==> config.mk <==
export PLATFORM = sky130hd
export DESIGN_NAME = fetch_buffer
export DESIGN_NICKNAME = d
export VERILOG_FILES = /design/src/rtl/fetch_buffer.sv
export SDC_FILE = /design/constraint.sdc
export NUM_CORES = 1
export LEC_CHECK = 0
export BUFFER_PORTS_ARGS = -buffer_cell sky130_fd_sc_hd__buf_2
export CAP_MARGIN = 10
export CORE_ASPECT_RATIO = 1.1
export CORE_MARGIN = 1.5
export CORE_UTILIZATION = 60
export CTS_CLUSTER_DIAMETER = 80
export DETAILED_ROUTE_END_ITERATION = 6
export PLACE_DENSITY = 0.79
export SYNTH_ARGS = -nofsm -noshare
export SYNTH_HDL_FRONTEND = slang
export SYNTH_SLANG_ARGS = --single-unit
==> constraint.sdc <==
create_clock -name clk -period 7.4 [get_ports clk]
set_input_delay 1.11 -clock clk [delete_from_list [all_inputs] [get_ports clk]]
set_output_delay 1.11 -clock clk [all_outputs]
set_load 0.01 [all_outputs]
==> src/rtl/fetch_buffer.sv <==
// Instruction queue between fetch and decode: a circular {instr, pc} FIFO with
// a valid/ready handshake on both sides and a single-cycle flush on redirect.
module fetch_buffer #(
  parameter int DEPTH = 8,
  parameter int XLEN  = 32
) (
  input  logic                     clk,
  input  logic                     resetn,
  input  logic                     flush,
  input  logic                     in_valid,
  output logic                     in_ready,
  input  logic [XLEN-1:0]          in_instr,
  input  logic [XLEN-1:0]          in_pc,
  output logic                     out_valid,
  input  logic                     out_ready,
  output logic [XLEN-1:0]          out_instr,
  output logic [XLEN-1:0]          out_pc,
  output logic [$clog2(DEPTH):0]   count
);

  localparam int AW = $clog2(DEPTH);
  localparam int CW = AW + 1;
  localparam logic [CW-1:0] FULL_COUNT = CW'(DEPTH);
  localparam logic [CW-1:0] CNT_ZERO   = {CW{1'b0}};
  localparam logic [CW-1:0] CNT_ONE    = CW'(1'b1);
  localparam logic [AW-1:0] PTR_ZERO   = {AW{1'b0}};
  localparam logic [AW-1:0] PTR_ONE    = AW'(1'b1);

  logic [XLEN-1:0] instr_mem_r [DEPTH];
  logic [XLEN-1:0] pc_mem_r    [DEPTH];
  logic [AW-1:0]   wr_ptr_r;
  logic [AW-1:0]   rd_ptr_r;
  logic [CW-1:0]   count_r;
  logic            push_s;
  logic            pop_s;

  // Handshake flags and head presentation, all derived from registered state.
  always_comb begin
    in_ready  = (count_r != FULL_COUNT);
    out_valid = (count_r != CNT_ZERO);
    push_s    = in_valid & in_ready;
    pop_s     = out_valid & out_ready;
    count     = count_r;
    // An empty head reads as all-zero, which the decoder treats as a NOP.
    if (out_valid) begin
      out_instr = instr_mem_r[rd_ptr_r];
      out_pc    = pc_mem_r[rd_ptr_r];
    end else begin
      out_instr = {XLEN{1'b0}};
      out_pc    = {XLEN{1'b0}};
    end
  end

  // Pointer and occupancy update; reset beats flush beats push/pop.
  always_ff @(posedge clk) begin
    if (!resetn) begin
      wr_ptr_r <= PTR_ZERO;
      rd_ptr_r <= PTR_ZERO;
      count_r  <= CNT_ZERO;
    end else if (flush) begin
      wr_ptr_r <= PTR_ZERO;
      rd_ptr_r <= PTR_ZERO;
      count_r  <= CNT_ZERO;
    end else begin
      if (push_s) begin
        wr_ptr_r <= wr_ptr_r + PTR_ONE;
      end else begin
        wr_ptr_r <= wr_ptr_r;
      end
      if (pop_s) begin
        rd_ptr_r <= rd_ptr_r + PTR_ONE;
      end else begin
        rd_ptr_r <= rd_ptr_r;
      end
      case ({push_s, pop_s})
        2'b10:   count_r <= count_r + CNT_ONE;
        2'b01:   count_r <= count_r - CNT_ONE;
        default: count_r <= count_r;
      endcase
    end
  end

  // Entry storage; intentionally not reset, a dropped push leaves it untouched.
  always_ff @(posedge clk) begin
    if (resetn && !flush && push_s) begin
      instr_mem_r[wr_ptr_r] <= in_instr;
      pc_mem_r[wr_ptr_r]    <= in_pc;
    end
  end

endmodule
# Word level (Yosys, flattened, before mapping)
# Memories as Yosys holds them, arrays and structs flattened. A register that Yosys moved wholly into a read port is not among the register bits.
# Cells that the tools add are included.
[classes]
addsub = 4
multipliers = 0
div = 0
order_cmp = 0
n_eq_ne = 3
shift = 0
mux = 9
n_bitwise = 3
reduce_logical = 6
[ops]
columns = ["cell", "n"]
rows = [
  ["$mux W32", 2],
  ["$mux W3", 4],
  ["$pmux W4 S2", 1],
  ["$add A3 B1 Y3 const B", 2],
  ["$add A4 B1 Y4 const B", 1],
  ["$ne A4 B4 Y1 const B", 1],
  ["$reduce_bool A4 Y1", 1],
  ["$sub A4 B1 Y4 const B", 1],
  ["$and A1 B1 Y1", 2],
  ["$eq A2 B1 Y1 const B", 1],
  ["$eq A2 B2 Y1 const B", 1],
  ["$logic_and A1 B1 Y1", 2],
  ["$mux W1", 2],
  ["$reduce_bool A2 Y1", 1],
  ["$reduce_or A2 Y1", 1],
  ["$logic_not A1 Y1", 1],
  ["$not A1 Y1", 1],
]
[word_totals]
register_bits = 10
latch_bits = 0
ram_bits = 512
rom_bits = 0
inputBits = 69
out_inout_bits = 70
memories = 2
[mem_list]
columns = ["memory", "words", "width", "rd", "rd_clocked_by_memory_dff", "wr", "line_no", "text"]
rows = [
  ["instr_mem_r", 8, 32, 1, 1, 1, "29", "logic [XLEN-1:0] instr_mem_r [DEPTH];"],
  ["pc_mem_r", 8, 32, 1, 1, 1, "30", "logic [XLEN-1:0] pc_mem_r [DEPTH];"],
]

# Logic depth before layout (Yosys ltp)
[logic_depth]
ltp_word = 5
depth_mapped = 11
depth_no_buf = 10

# Worst setup path after synthesis
# OpenSTA, ideal clock, no wires.
[synth_path]
path_kind = "input to register"
startpoint = "in flush"
endpoint = "mem instr_mem_r[0][0], enable pin"
setup_ns = 0.565
arrival_ns = 5.964
t_required_ns = 6.835
setup_slack_ns = 0.871
cell_stages = 3
n_path_buf = 0
cell_sequence = "nand2b_1 > or3_4 > nor3_1"
[synth_via]
elab_chain_cells = 5
[synth_lines]
columns = ["item", "line_no", "text"]
rows = [
  ["start, declared", "9", "input logic flush,"],
  ["$logic_not A1 Y1", "85", "if (resetn && !flush && push_s) begin"],
  ["$logic_and A1 B1 Y1 (2 in a row)", "85", ""],
  ["$mux W1", "85", ""],
  ["$mux W1 (implied by the code)", "86", "instr_mem_r[wr_ptr_r] <= in_instr;"],
  ["end, declared", "29", ""],
]
# Every way passes these cells.

==> results.md <==
- Buffers on Ports: 138
- Vias: 9325
- Peak VDD IR: 0.000207 V
- Die width: 177 um
- Routed len/inst: 25.8 um
- Worst EP arrival: 3.25 ns
- Fin Clk Skew: 0.0132 ns
- Startpoint Class: register
- Worst-Skew Late Latency: 0.57 ns
- First DRT Iteration DRCs: 824
- Avg Synthesized Cell Area: 22.6 sq um
- Post-Syn Nets: 964
- Die height: 195 um
- Area Overhead vs Synth: 13.6%
- Gr usage total: 23.6%
- Fin area: 22800 sq um
- Clk sinks: 525
- Tmin final: 4.36 ns
- Final design utilization: 68.8%
- DR vias/cell: 6.13
- Simple-gate area share of the yosys netlist: 2.15%
- Fin worst setup slack: 3.04 ns
- HP Class: register to register
- Final non-filler cell total: 1520
- CP endpoint kind: output pin
- Fmax achieved: 0.229 GHz
- Pin count of the biggest net entering global routing: 91
- Fillers: 2000
- CTS H-tree lvls: 2
- Slew @ Worst Pin: 0.985 ns
- Ys flop type: edfxtp_1
- Dpl hpwl: 19.8 mm
- Post-cts resize count: 0
- Crit share post-route: 58.9%
- Antenna Violating Nets Remaining: 0
- FF+latch count, synth: 525
- Placement Setup Slack: 3.54 ns
- XOR/XNOR Fraction of Synth Area: 0.262%
- Setup tns final: 0 ns
- Multi-input gate area: 4200 sq um
- Std-Cell Rows: 70
- CP required: 6.29 ns
- Min Hold Slack: 0.523 ns
- DRC violations left: 0
- R2R setup slack: 4.16 ns
- Pwr dens: 259 nW/um^2
- Core area: 33100 sq um
- Pwr Total: 5.89 mW
- Most common cell after layout, fill and taps aside: edfxtp_1
- Worst slew margin: 34.3%
- Post-synthesis sequential area ratio: 78.0%
- Register area: 15600 sq um
- Status: finished clean
- Worst Hold Depth: 2
- Cell Area, Synth: 20000 sq um
- Worst Path Max Fanout: 90
- CTS tree: done
- Starting Density: 60.6%
- # IOs: 139
- Post-synth EDFFs: 512
- # nets final: 1123
- Final setup fails: 0
- Worst setup path class: register to output pin
- Maxcap violations: 0
- Post-Route WL: 39.3 mm
- First-pass detailed-route iteration total: 5
- Gpl congestion: 0.715
- Commonest cells after routing, fill and taps aside: edfxtp_1 (512), buf_2 (138), mux4_2 (128)
- Synth Area in Compound Gates: 0.200%
- Reg2Reg Depth: 10
- Ratio of cells with drive above 1 in the final layout: 33.6%
- Post-Synth Adder-Cell Area: 0.412%
- Synth warn: 0
- Largest family of logic cells by synthesized area: multiplexers
- First-pass GRT wire length: 59.1 mm
- Placed Area: 21200 sq um
- Initial antenna violation count: 6
- Hold-fix buffers, CTS: 0
- Maximum root-to-sink buffer count: 3
- Post-CTS setup buffers: 0
- Clock transition at path regs: 0.06 ns
- Placed Cells: 1428
- Final hold vios: 0
- Root buf cell: clkbuf_16
- Vias in the first global route: 9710
- Distinct cells, synth: 32
- Asr flop ratio synth: 0%
- Grt ovf: 0
- RSZ-0062 raised after global routing: false
- Final Slew Violations: 0
- Mapped Cells: 889
- Cts bufs inserted: 50
- Leak: 7.22 nW
- Post-synthesis mux area share: 17.6%
- Die ar.: 34500 sq um
==> path summary, 6_finish.rpt <==
path | startpoint | endpoint
max | register | out_instr[0]
min reg2reg | rd_ptr_r[2] | rd_ptr_r[2]
min | rd_ptr_r[2] | rd_ptr_r[2]
max reg2reg | count[1] | count[3]
==> cells by family (layout without fill, tap and decap cells) <==
kind of cell | after synthesis | count (layout)
other | 0 | 2
XOR/XNOR | 6 | 6
flip-flops | 525 | 525
buffers and inverters | 50 | 247
multiplexers | 193 | 193
AO/OA/AOI/OAI | 7 | 7
AND/OR/NAND/NOR | 102 | 102
adder cells (fa/ha/maj) | 6 | 6
==> layer usage <==
| layer | share of wire (%) | up-vias | GRT usage [%] |
|---|---|---|---|
| met3 | 7.9 | 62 | 4.99 |
| met4 | 2.0 | 8 | 6.32 |
| met1 | 40 | 4863 | 33.0 |
| met5 | 0.12 | - | 0 |
| met2 | 50 | 402 | 38.4 |
| li1 | - | 3990 | - |
==> power breakdown <==
part | internal (mW) | total (mW) | switching (mW) | leakage (nW)
clock network | 1.37 | 2.40 | 1.04 | 0.769
logic | 0.0775 | 0.200 | 0.123 | 1.73
registers | 3.28 | 3.29 | 0.00994 | 4.72
==> layout make-up <==
type                    instances  share of cell area, %
diodes                          2                 0.0220
clock buffers                  59                   5.74
clock inverters                31                   1.08
inverters                       4                 0.0659
multi-input cells             314                   18.4
flip-flops and latches        525                   68.7
well taps                     432                   2.37
repair buffers                153                   3.58
==> synth_stat cells, types with 2 or more instances <==
cell type | number | area, sq um
mux2i_1 | 65 | 651
buf_6 | 2 | 22.5
nor2_1 | 82 | 308
inv_1 | 4 | 15.0
nand2_1 | 3 | 11.3
clkbuf_1 | 8 | 30.0
buf_2 | 23 | 115
nor3_1 | 2 | 10.0
nand3_1 | 4 | 20.0
dfxtp_1 | 13 | 260
a21oi_1 | 4 | 20.0
ha_1 | 5 | 62.6
buf_4 | 11 | 82.6
mux4_2 | 128 | 2880
nand2b_1 | 3 | 18.8
xor2_1 | 5 | 43.8
edfxtp_1 | 512 | 15400
==> registers in the layout (all words and copies together) (netlist names), named ones only <==
name,count
rd_ptr_r,3
instr_mem_r,256
pc_mem_r,256
wr_ptr_r,3
count,4
==> worst max-delay path, cell delays in order, from the launching register on <==
cell     delay [ns]
dfxtp_4        0.87
buf_12         0.63
mux4_2         0.59
mux2i_1        0.26
nor2_1         0.09
buf_2          0.19
No activity file was read; power rests on OpenSTA's default activity.
